`config.mk`:
```
export PLATFORM = sky130hd
export DESIGN_NAME = piso_tx_flat
export DESIGN_NICKNAME = d
export VERILOG_FILES = /design/src/rtl/piso_tx_if.sv /design/src/rtl/piso_tx.sv /design/src/flat_wrapper.sv
export SDC_FILE = /design/constraint.sdc
export NUM_CORES = 1
export LEC_CHECK = 0
export ABC_CLOCK_PERIOD_IN_PS = 1400
export BUFFER_PORTS_ARGS = -buffer_cell sky130_fd_sc_hd__buf_2
export CAP_MARGIN = 20
export CORE_AREA = 2 2 39 41
export CTS_BUF_LIST = sky130_fd_sc_hd__clkbuf_16
export DETAILED_ROUTE_END_ITERATION = 7
export DIE_AREA = 0 0 41 43
export HOLD_SLACK_MARGIN = 0.03
export PLACE_DENSITY_LB_ADDON = 0.1
export SYNTH_ARGS = -nofsm -noshare
export SYNTH_HDL_FRONTEND = slang
export SYNTH_SLANG_ARGS = --single-unit
```
`constraint.sdc`:
```
create_clock -name clk -period 1.4 [get_ports clk]
set_input_delay 0.21 -clock clk [delete_from_list [all_inputs] [get_ports clk]]
set_output_delay 0.21 -clock clk [all_outputs]
set_load 0.02 [all_outputs]
```
`src/rtl/piso_tx_if.sv`:
```
// Handshake and serial-stream bundle for piso_tx: master is the word producer /
// stream consumer, slave is the transmitter.
interface piso_tx_if #(
  parameter int WIDTH = 4
);
  logic             load_valid;
  logic             load_ready;
  logic [WIDTH-1:0] load_data;
  logic             serial_out;
  logic             serial_valid;
  logic             frame_start;
  logic             frame_last;
  logic             busy;

  modport master (
    output load_valid, load_data,
    input  load_ready, serial_out, serial_valid, frame_start, frame_last, busy
  );

  modport slave (
    input  load_valid, load_data,
    output load_ready, serial_out, serial_valid, frame_start, frame_last, busy
  );
endinterface

```
`src/rtl/piso_tx.sv`:
```
// Parallel-in serial-out transmitter, MSB first, with frame markers.
// Optional even-parity trailer bit enabled by macro PISO_PARITY_EN.
//
// state | meaning
// IDLE  | no frame in progress, ready for a word
// SHIFT | a frame bit is on serial_out; cnt_q = bits left including this one
module piso_tx #(
  parameter int WIDTH = 4
) (
  input  logic     clk,
  input  logic     rst,
  piso_tx_if.slave bus
);
`ifdef PISO_PARITY_EN
  localparam int N = WIDTH + 1;
`else
  localparam int N = WIDTH;
`endif
  localparam int CW = $clog2(N + 1);

  typedef enum logic {IDLE, SHIFT} state_t;

  state_t        state_q;
  logic [N-1:0]  sr_q;
  logic [CW-1:0] cnt_q;
  logic          sout_q;
  logic          svalid_q;
  logic          fstart_q;
  logic          flast_q;

  logic [N-1:0]  word_d;
  logic          last_d;
  logic          accept_d;

`ifdef PISO_PARITY_EN
  assign word_d = {bus.load_data, ^bus.load_data};
`else
  assign word_d = bus.load_data;
`endif

  // Ready opens on the final bit so the next word follows without a gap.
  assign last_d         = (state_q == SHIFT) && (cnt_q == CW'(1));
  assign bus.load_ready = !rst && ((state_q == IDLE) || last_d);
  assign accept_d       = bus.load_valid && bus.load_ready;

  always_ff @(posedge clk) begin
    if (rst) begin
      state_q  <= IDLE;
      sr_q     <= '0;
      cnt_q    <= '0;
      sout_q   <= 1'b0;
      svalid_q <= 1'b0;
      fstart_q <= 1'b0;
      flast_q  <= 1'b0;
    end else if (accept_d) begin
      state_q  <= SHIFT;
      sout_q   <= word_d[N-1];
      sr_q     <= word_d << 1;
      cnt_q    <= CW'(N);
      svalid_q <= 1'b1;
      fstart_q <= 1'b1;
      flast_q  <= 1'b0;
    end else if (state_q == SHIFT) begin
      if (last_d) begin
        state_q  <= IDLE;
        sr_q     <= '0;
        cnt_q    <= '0;
        sout_q   <= 1'b0;
        svalid_q <= 1'b0;
        fstart_q <= 1'b0;
        flast_q  <= 1'b0;
      end else begin
        sout_q   <= sr_q[N-1];
        sr_q     <= sr_q << 1;
        cnt_q    <= cnt_q - CW'(1);
        fstart_q <= 1'b0;
        flast_q  <= (cnt_q == CW'(2));
      end
    end
  end

  assign bus.serial_out   = sout_q;
  assign bus.serial_valid = svalid_q;
  assign bus.frame_start  = fstart_q;
  assign bus.frame_last   = flast_q;
  assign bus.busy         = (state_q == SHIFT);
endmodule

```
`src/flat_wrapper.sv`:
```
// flat-port wrapper written by rule: the top's interface ports become plain ports
module piso_tx_flat 
#(
  parameter int WIDTH = 4
)
  (clk, rst, bus_load_valid, bus_load_data, bus_load_ready, bus_serial_out, bus_serial_valid, bus_frame_start, bus_frame_last, bus_busy);
  piso_tx_if #(.WIDTH(WIDTH)) bus_i ();
  input  logic clk;
  input  logic rst;
  input wire logic [$bits(bus_i.load_valid)-1:0] bus_load_valid;
  input wire logic [$bits(bus_i.load_data)-1:0] bus_load_data;
  output wire logic [$bits(bus_i.load_ready)-1:0] bus_load_ready;
  output wire logic [$bits(bus_i.serial_out)-1:0] bus_serial_out;
  output wire logic [$bits(bus_i.serial_valid)-1:0] bus_serial_valid;
  output wire logic [$bits(bus_i.frame_start)-1:0] bus_frame_start;
  output wire logic [$bits(bus_i.frame_last)-1:0] bus_frame_last;
  output wire logic [$bits(bus_i.busy)-1:0] bus_busy;
  assign bus_i.load_valid = bus_load_valid;
  assign bus_i.load_data = bus_load_data;
  assign bus_load_ready = bus_i.load_ready;
  assign bus_serial_out = bus_i.serial_out;
  assign bus_serial_valid = bus_i.serial_valid;
  assign bus_frame_start = bus_i.frame_start;
  assign bus_frame_last = bus_i.frame_last;
  assign bus_busy = bus_i.busy;
  piso_tx #(.WIDTH(WIDTH)) u_core (.clk(clk), .rst(rst), .bus(bus_i));
endmodule
```
==> results.yml <==
outcome:
  status: "complete, no violations"
die:
  die-width_um: 41
  die_h_um: 43
  core_um2: 1384
  start_util_pct: 42.95
  rows: 14
  num_io_pins: 13
  dieArea_um2: 1763
detailed_routing:
  via_per_inst: 5.175
  wl_met3_um: 52
  wl_met2_um: 601
  dr.max_layer_used: "met4"
  wl_per_cell_um: 12.44
  drtIter0Drc: 5
  vias: 502
  drcViolationCount: 0
  ant_nets: 0
  drt-met1-wl_um: 536
  dr.pass1.iters: 2
  wl_um: 1207
final_layout:
  syn2layout_area_growth_pct: 26.11
  seq_area_um2: 221.5
  drive_gt1_share_pct: 35.80
  finalNetCount: 92
  num_antenna_cells: 0
  multi_input_area_um2: 321.6
  nFillCells: 137
setup_path:
  crit_cells: 5
  critPathRequiredTime_ns: 1.19
  setup.worst_path.start_class: "register"
  r2r-start: "u_core.cnt_q[1]"
  cp-endpoint: "bus_load_ready"
  cp-end-kind: "output port"
  cp.arrival_ns: 1.12
  crit_family: "flip-flops"
  timing.rr.end: "u_core.bus.frame_last"
  path_buf_inv: 2
  critical_path_class: "register to output port"
  ff2ff_path_depth: 6
  critPathMaxFanout: 3
  regToRegSetupSlack_ns: 0.19
  cp_slowest_stage_delay_ns: 0.32
  setup.worst_path.start: "u_core.cnt_q[1]"
  cpMaxStageDelayCell: "dfxtp_1"
  crit_chain: "inv_2 > ha_4 > nand2b_4 > a21oi_2 > buf_4"
cts:
  clk_latency_ns: 0.23
  cts_root_buffer: "clkbuf_16"
  cts_made_buffers: 3
  max-clock-path-buffers: 2
  hold_buffers: 0
  cts_tree: "built"
  htreeDepth: 1
  clkSinkCount: 11
  clk_pin_slew_ns: 0.04
synth:
  ys_async_sr_fraction_pct: 0
  synthAdderAreaFrac_pct: 6.316
  yosys.cell_count.top_type: "dfxtp_1"
  syn-cell-area_um2: 594.3
  synth_cells: 67
  synth_top_flop_cell: "dfxtp_1"
  muxShareOfSynthArea_pct: 0
  synth_area_leader_cell: "dfxtp_1"
  yosys-top-cells-count: "11 x dfxtp_1, 7 x nand3_1, 6 x inv_1"
  synth_edf_count: 0
  synth-simple-area-share_pct: 20.21
  ys_types: 22
  synth_area_leaders: "dfxtp_1 37%, ha_1 6.3%, nand3_1 5.9%"
  synth_top_family_by_area: "compound AO/OA/AOI/OAI gates"
  synth_seq_area_share_pct: 37.05
  synth-seq-cells: 11
  yosysWarnings: 0
  netlist.area_leader.share_pct: 37.05
  synth_xor_area_share_pct: 0
  avgSynthCellArea_um2: 8.870
  syn-num-nets: 77
  synth_compound_area_share_pct: 24.84
timing:
  tns_ns: 0
  rsz0062_at_grt: "false"
  period_share_pct: 95.34
  slew_headroom_pct: 82.65
  slew_viol_final: 0
  setup_viol: 0
  post-route-min-period_ns: 1.335
  fmax_mhz: 749.2
  final-hold-violation-count: 0
  finClkSkew_ns: 0.001891
  whs_ns: 0.3095
  worst_pin_slew_ns: 0.2602
pwr:
  p_per_area_nw_per_um2: 1367
  leakage_nw: 0.3342
  peakVddDrop_mv: 0.7101
hold_path:
  worstHoldStart: "bus_load_data[0]"
  hold_class: "input port to register"
run:
  drv_cap: 0
placed_design:
  routabilityCongestion: 0.6871
  dp_hpwl_um: 777.3
  numPortBuffers: 12
global_route:
  grt-ovfl-total: 0
  grt_pass1_vias: 484
  antenna_found_initial: 0
  grt_pass1_wl_um: 1966
  grt_use_total_pct: 17.51
  grt_max_degree: 21
==> layout make-up <==
| cell class | instances | area share, % |
|---|---|---|
| multi-input combinational | 45 | 42.90 |
| sequential | 11 | 29.55 |
| timing repair buffer | 15 | 11.35 |
| clock buffer | 3 | 10.02 |
| inverter | 6 | 3.005 |
| tap | 16 | 2.671 |
| clock inverter | 1 | 0.5008 |
==> worst min-delay path by stage <==
| stage | endpoint | slack (ns) | depth (start not counted) |
|---|---|---|---|
| finish | u_core.sr_q[1] | 0.31 | 4 |
| global route | u_core.cnt_q[1] | 0.34 | 2 |
| CTS | u_core.bus.busy | 0.31 | 2 |
| detailed placement | u_core.bus.serial_valid | 0.44 | 2 |
| global placement | u_core.bus.serial_valid | 0.43 | 2 |
| floorplan | u_core.cnt_q[0] | 0.28 | 1 |
==> placed cells by master (no fill, tap or decap), types with 2 or more instances in the layout <==
cell type	instances
inv_1	6
buf_2	11
nand3_1	7
nand2_1	5
buf_4	4
a21oi_1	4
a21o_2	2
a21o_1	4
ha_1	2
a31oi_1	5
clkbuf_16	3
nand2b_1	2
nor2_1	4
dfxtp_1	10
==> report_power, final <==
part           internal (W)  switching, W
Sequential         0.000339     0.0000162
Clock              0.000374      0.000131
Combinational     0.0000727     0.0000920
==> metrics by stage <==
step	cells	setup WS (ns)	instance area, um^2	total power (W)	util [%]
detailed placement	91	0.08446	635.6	0.0005097	45.93
global placement	91	0.09893	635.6	0.0005090	45.93
CTS	96	0.05274	738.2	0.001034	53.35
finish	97	0.06517	749.5	0.001025	54.16
global route	97	0.01448	749.5	0.001077	54.16
floorplan	67	0.007900	594.3	0.0004822	-
==> metal layers <==
| layer | global-route usage, % | vias to the layer above |
|---|---|---|
| li1 | - | 264 |
| met1 | 18.81 | 228 |
| met2 | 26.88 | 8 |
| met3 | 6.283 | 2 |
| met4 | 12.00 | 0 |
| met5 | 0 | - |
==> cells by family (layout without fill, tap and decap cells) <==
family / Yosys count / count (layout)
buffers and inverters: 11 / 25
adders and majority gates: 3 / 3
AOI/OAI and AO/OA: 20 / 20
and+or+nand+nor: 22 / 22
DFF: 11 / 11
==> registers in the layout, summed over array words and instances (netlist names) <==
register,flops
u_core.bus.busy,1
u_core.bus.frame_last,1
u_core.bus.frame_start,1
u_core.bus.serial_out,1
u_core.bus.serial_valid,1
u_core.cnt_q,3
u_core.sr_q,3
==> tightest hold or removal path: cells and delay by family <==
family,cells,cell delay (ns)
AOI/OAI and AO/OA,2,0.13
buffers and inverters,1,0.09
and+or+nand+nor,1,0.05
==> what timing repair did <==
item,in CTS,in global routing
pin swaps,0,0
gates resized for setup,5,1
setup endpoints to repair,1,1
setup buffers,1,1
Note: power is estimated with default switching activity, not from simulation.
